==> config.mk <==
export PLATFORM = sky130hd
export DESIGN_NAME = usb_tx_packer
export DESIGN_NICKNAME = d
export VERILOG_FILES = /design/src/rtl/usb_tx_packer_pkg.sv /design/src/rtl/usb_tx_packer_crc16.sv /design/src/rtl/usb_tx_packer.sv
export SDC_FILE = /design/constraint.sdc
export NUM_CORES = 2
export LEC_CHECK = 0
export CAP_MARGIN = 30
export CORE_UTILIZATION = 50
export CTS_BUF_LIST = sky130_fd_sc_hd__clkbuf_4 sky130_fd_sc_hd__clkbuf_8 sky130_fd_sc_hd__clkbuf_16
export CTS_CLUSTER_DIAMETER = 80
export DETAILED_ROUTE_END_ITERATION = 8
export MAX_ROUTING_LAYER = met4
export PLACE_DENSITY = 0.73
export SETUP_SLACK_MARGIN = 0.05
export SLEW_MARGIN = 20
export SYNTH_ARGS = -nofsm -noshare
export SYNTH_HDL_FRONTEND = slang
export SYNTH_HIERARCHICAL = 1
export SYNTH_SLANG_ARGS = --single-unit
==> constraint.sdc <==
create_clock -name clk -period 5 [get_ports clk]
set_clock_uncertainty 0.05 [all_clocks]
set_input_delay 1.25 -clock clk [delete_from_list [all_inputs] [get_ports clk]]
set_output_delay 1.25 -clock clk [all_outputs]
set_load 0.05 [all_outputs]
==> src/rtl/usb_tx_packer_pkg.sv <==
// Shared USB transmit-path types and constants: packer FSM states and CRC-16/USB parameters.
package usb_pkg;

  typedef enum logic [1:0] {
    TX_FILL,
    TX_CRC,
    TX_SHIFT,
    TX_WAIT_DONE
  } tx_state_t;

  localparam logic [15:0] CRC16_POLY_REV      = 16'hA001;
  localparam logic [15:0] CRC16_INIT          = 16'hFFFF;
  localparam int unsigned MAX_PAYLOAD_DEFAULT = 64;

endpackage

==> src/rtl/usb_tx_packer_crc16.sv <==
// Combinational CRC-16/USB next-state for one data byte (reflected, LSB first).
module usb_crc16
  import usb_pkg::*;
(
  input  logic [15:0] crc_in,
  input  logic [7:0]  data_in,
  output logic [15:0] crc_out
);

  logic [15:0] c;

  always_comb begin
    c = crc_in ^ {8'h00, data_in};
    for (int unsigned i = 0; i < 8; i++) begin
      c = c[0] ? ((c >> 1) ^ CRC16_POLY_REV) : (c >> 1);
    end
    crc_out = c;
  end

endmodule

==> src/rtl/usb_tx_packer.sv <==
// Transmit packet builder: collects payload bytes, appends CRC16, strobes shift_out
// and holds the packed vector until the ULPI transmitter reports completion.
module usb_tx_packer
  import usb_pkg::*;
#(
  parameter int unsigned MAX_PAYLOAD = MAX_PAYLOAD_DEFAULT,
  parameter int unsigned SHIFT_HOLD  = 4
) (
  input  logic                           clk,
  input  logic                           n_rst,
  input  logic [7:0]                     byte_in,
  input  logic                           byte_valid,
  input  logic                           byte_last,
  input  logic                           flush,
  output logic                           byte_ready,
  input  logic                           tx_done,
  output logic [(MAX_PAYLOAD+2)*8-1:0]   packet_data,
  output logic [6:0]                     byte_count,
  output logic                           shift_out,
  output logic                           busy
);

  localparam int unsigned PD_W   = (MAX_PAYLOAD + 2) * 8;
  localparam int unsigned BASE_W = $clog2(PD_W);
  localparam int unsigned HOLD_W = $clog2(SHIFT_HOLD + 1);

  tx_state_t         state_q, state_d;
  logic [6:0]        wr_idx;
  logic [6:0]        wr_idx_p1;
  logic [HOLD_W-1:0] hold_cnt;
  logic [15:0]       crc_q, crc_next;
  logic              accept, crc_wr, clear;
  logic [BASE_W-1:0] wr_base, hi_base;

  assign wr_idx_p1 = wr_idx + 7'd1;
  assign wr_base   = BASE_W'({wr_idx, 3'b000});
  assign hi_base   = BASE_W'({wr_idx_p1, 3'b000});

  usb_crc16 u_crc16 (
    .crc_in  (crc_q),
    .data_in (byte_in),
    .crc_out (crc_next)
  );

  always_ff @(posedge clk or negedge n_rst) begin
    if (!n_rst) state_q <= TX_FILL;
    else        state_q <= state_d;
  end

  always_comb begin
    state_d    = state_q;
    byte_ready = 1'b0;
    busy       = 1'b1;
    shift_out  = 1'b0;
    accept     = 1'b0;
    crc_wr     = 1'b0;
    clear      = 1'b0;
    case (state_q)
      TX_FILL: begin
        byte_ready = 1'b1;
        busy       = 1'b0;
        accept     = byte_valid;
        // A byte arriving with flush is still taken; the packet then closes.
        if (flush || (byte_valid && (byte_last || wr_idx == 7'(MAX_PAYLOAD - 1))))
          state_d = TX_CRC;
      end
      TX_CRC: begin
        crc_wr  = 1'b1;
        state_d = TX_SHIFT;
      end
      TX_SHIFT: begin
        shift_out = 1'b1;
        if (hold_cnt == HOLD_W'(SHIFT_HOLD - 1)) state_d = TX_WAIT_DONE;
      end
      TX_WAIT_DONE: begin
        if (tx_done) begin
          clear   = 1'b1;
          state_d = TX_FILL;
        end
      end
      default: state_d = TX_FILL;
    endcase
  end

  always_ff @(posedge clk or negedge n_rst) begin
    if (!n_rst) begin
      hold_cnt <= '0;
    end else if (state_q == TX_SHIFT) begin
      hold_cnt <= hold_cnt + HOLD_W'(1);
    end else begin
      hold_cnt <= '0;
    end
  end

  always_ff @(posedge clk or negedge n_rst) begin
    if (!n_rst) begin
      packet_data <= '0;
      wr_idx      <= '0;
      byte_count  <= '0;
      crc_q       <= CRC16_INIT;
    end else if (clear) begin
      packet_data <= '0;
      wr_idx      <= '0;
      byte_count  <= '0;
      crc_q       <= CRC16_INIT;
    end else begin
      if (accept) begin
        packet_data[wr_base +: 8] <= byte_in;
        wr_idx                    <= wr_idx_p1;
        crc_q                     <= crc_next;
      end
      if (crc_wr) begin
        packet_data[wr_base +: 8] <= ~crc_q[7:0];
        packet_data[hi_base +: 8] <= ~crc_q[15:8];
        byte_count                <= wr_idx + 7'd2;
      end
    end
  end

endmodule

==> run_results.csv <==
group,metric,value,unit
outcome,status,"finished clean",
route,dr.pass1.iters,8,
synthesis,synthesis.instances,5197,
clock_network,root_buffer,"clkbuf_16",
layout,num-nets-final,5625,
layout,post-route-util,0.620,
clock_network,cts_buffers,68,
pwr,p_total,32.5,mW
route,drc,0,
placed_design,gp_congestion,1.11,
die,coreArea,83600,um2
sta,worst_slew_pin_slew,1.15,ns
pwr,power_density,627,nW/um2
clock_network,cts_max_level,3,
synthesis,synth.avg_cell_area,8.12,um2
route,wirelength,228,mm
die,die_h,293,um
global_route,antenna_found_initial,20,
route,via_count,50100,
global_route,grt_pass1_vias,45700,
layout,area_growth_syn_to_layout,22.7,%
pwr,vdd_drop_max,609,uV
route,wl_met2,90.7,mm
placed_design,dpl.hpwl,157,mm
pwr,p_leak,20.0,nW
die,rows,106,
synthesis,synth-seq-area-share,0.334,
synthesis,async_reset_ff_frac,1.00,
synthesis,synth.most_common_cell,"dfrtp_1",
worst_setup_path,crit_path_max_fanout,16,
die,pin_count,552,
global_route,grt_max_degree,185,
worst_setup_path,start_kind,"register",
route,met1_length,80.2,mm
global_route,gr-total-overflow,0,
route,routed.top_layer,"met4",
synthesis,ys.flop_type,"dfrtp_1",
synthesis,yosys-top-cells-area,"dfrtp_1 32%, mux2i_1 6.7%, mux2_2 5.8%, a21oi_1 4.9%, nand2_1 4.8%",
synthesis,synth.top_cells.by_count,"547 x dfrtp_1, 539 x nand2_1, 502 x nor2_1",
synthesis,syn_nets,5225,
sta,rsz0062_at_grt,"no",
placed_design,io_buffers,551,
die,die_w,293,um
sta,setup_viol,0,
clock_network,cts_resized,0,
clock_network,numClockSinks,563,
synthesis,synth_cell_types,99,
clock_network,clockBufferDepth,3,
layout,drive_above_1_share,0.136,
sta,tns,0,ns
route,drt-initial-drc-count,8971,
clock_network,cts_tree,"built",
route,viasPerCell,7.40,
worst_setup_path,cp.required,5.52,ns
synthesis,synth_seq_cells,563,
clock_network,cts.hold.buffers_added,0,
die,dieArea,85600,um2
sta,finalHoldViolCount,0,
sta,relSlewSlack,0.229,
synthesis,yosys.area.top_type,"dfrtp_1",
hold_path,hold_class,"reg2reg",
worst_setup_path,critPathMaxStageDelay,0.73,ns
worst_setup_path,cpMaxStageDelayCell,"o31a_1",
worst_setup_path,worstPathCellList,"ha_1 > nand2_1 > and4_1 > a311oi_1 > o31a_1 > buf_4 > nor2_2 > buf_4 > nor2_1 > a221o_1",
synthesis,yosysWarnings,6,
route,antenna_left,0,
sta,fmax,224,MHz
worst_setup_path,cpMostUsedCell,"buf_4",
global_route,grt_pass1_wl,324,mm
sta,drv_slew,0,
route,wl_met3,35.9,mm
worst_setup_path,endpoint_kind,"register",
sta,fin_crit_sh,0.894,
synthesis,syn-cell-area,42200,um2
route,wl_per_cell,33.7,um
worst_setup_path,critical_path_class,"reg2reg",
global_route,grtUsageTotal,0.527,
sta,fin_crit,4.47,ns
clock_network,clk_pin_slew,0.06,ns
worst_setup_path,crit_arrival,4.99,ns
die,start_util,0.505,
job,maxCapViolCount,0,
synthesis,synth_edf_count,0,
clock_network,cts_setup_buffers,0,
synthesis,synth_top_area_share,0.324,
clock_network,insertion_delay,0.66,ns
-- final timing paths --
check	start	endpoint	slack, ns	depth (start not counted)
worst min-delay path	hold_cnt[0]$_DFF_PN0_	hold_cnt[0]$_DFF_PN0_	0.39	1
worst max-delay path	wr_idx[2]$_DFFE_PN0P_	packet_data[489]$_DFF_PN0_	0.53	10
min in group asynchronous	n_rst	packet_data[124]$_DFF_PN0_	0.58	1
worst max register to register	wr_idx[2]$_DFFE_PN0P_	packet_data[489]$_DFF_PN0_	0.53	10
max in group asynchronous	n_rst	packet_data[17]$_DFF_PN0_	3.16	2
worst min register to register	hold_cnt[0]$_DFF_PN0_	hold_cnt[0]$_DFF_PN0_	0.39	1
-- through the flow --
stage                     cells  worst slack (ns)  hold WS [ns]  area (um2)
final                      6763             0.529         0.393       51800
after global routing       6756             0.481         0.415       51800
after CTS                  6726             0.526         0.390       51700
after detailed placement   6603             0.546         0.383       49300
after global placement     6596             0.751         0.375       49300
after floorplan            5197              1.12         0.359       42200
-- sequential cells by signal (all words and copies together), names as in the netlist --
name and count:
packet_data 528, crc_q 16, byte_count 7, wr_idx 7, hold_cnt 3, state_q 2
-- layout make-up --
| class | instances | area, um2 |
|---|---|---|
| antenna | 33 | 82.6 |
| clock buffer | 99 | 2050 |
| clock inverter | 24 | 294 |
| fill | 7262 | 31700 |
| inverter | 32 | 120 |
| multi-input combinational | 4096 | 26000 |
| sequential | 563 | 14100 |
| tap | 1080 | 1350 |
| timing repair buffer | 836 | 7820 |
-- kinds of logic after synthesis --
family,Yosys count,share of synthesized area
mux,504,0.127
simple gates,2066,0.232
flops,563,0.334
xor+xnor,48,0.0133
buf+inv,538,0.0533
compound gates,1464,0.237
fa+ha+maj,14,0.00415
-- where the power goes --
group / switching (mW) / internal [mW]
combinational: 14.5 / 5.09
clock: 2.26 / 3.08
sequential: 1.92 / 5.58
total: 18.7 / 13.8
-- critical path, delay by kind of cell, from the launching register on --
kind            cells  cell delay, ns
fa+ha+maj           1            0.58
flops               1            0.63
simple gates        4            1.28
compound gates      3            1.40
buf+inv             2            0.46
-- cell usage in the layout, fill, tap and decap left out, drive strengths merged, types with 33 or more instances in the layout --
cell type and n:
a211o 76, a211oi 92, a21o 45, a21oi 416, a221o 63, and3 54, buf 293, clkbuf 99
clkdlybuf4s50 543, dfrtp 547, diode 33, inv 36, mux2 216, mux2i 288, nand2 543, nand3 313
nand4 35, nor2 525, nor3 392, nor4 34, o211ai 38, o21ai 226, o221ai 108, o22ai 66
o31ai 91, or3 52
-- per-layer routing --
layer / global-route usage / vias up
li1: - / 20300
met1: 0.650 / 23700
met2: 0.709 / 4814
met3: 0.186 / 1234
met4: 0.377 / 0
met5: - / -
No activity file was read; power rests on OpenSTA's default activity.
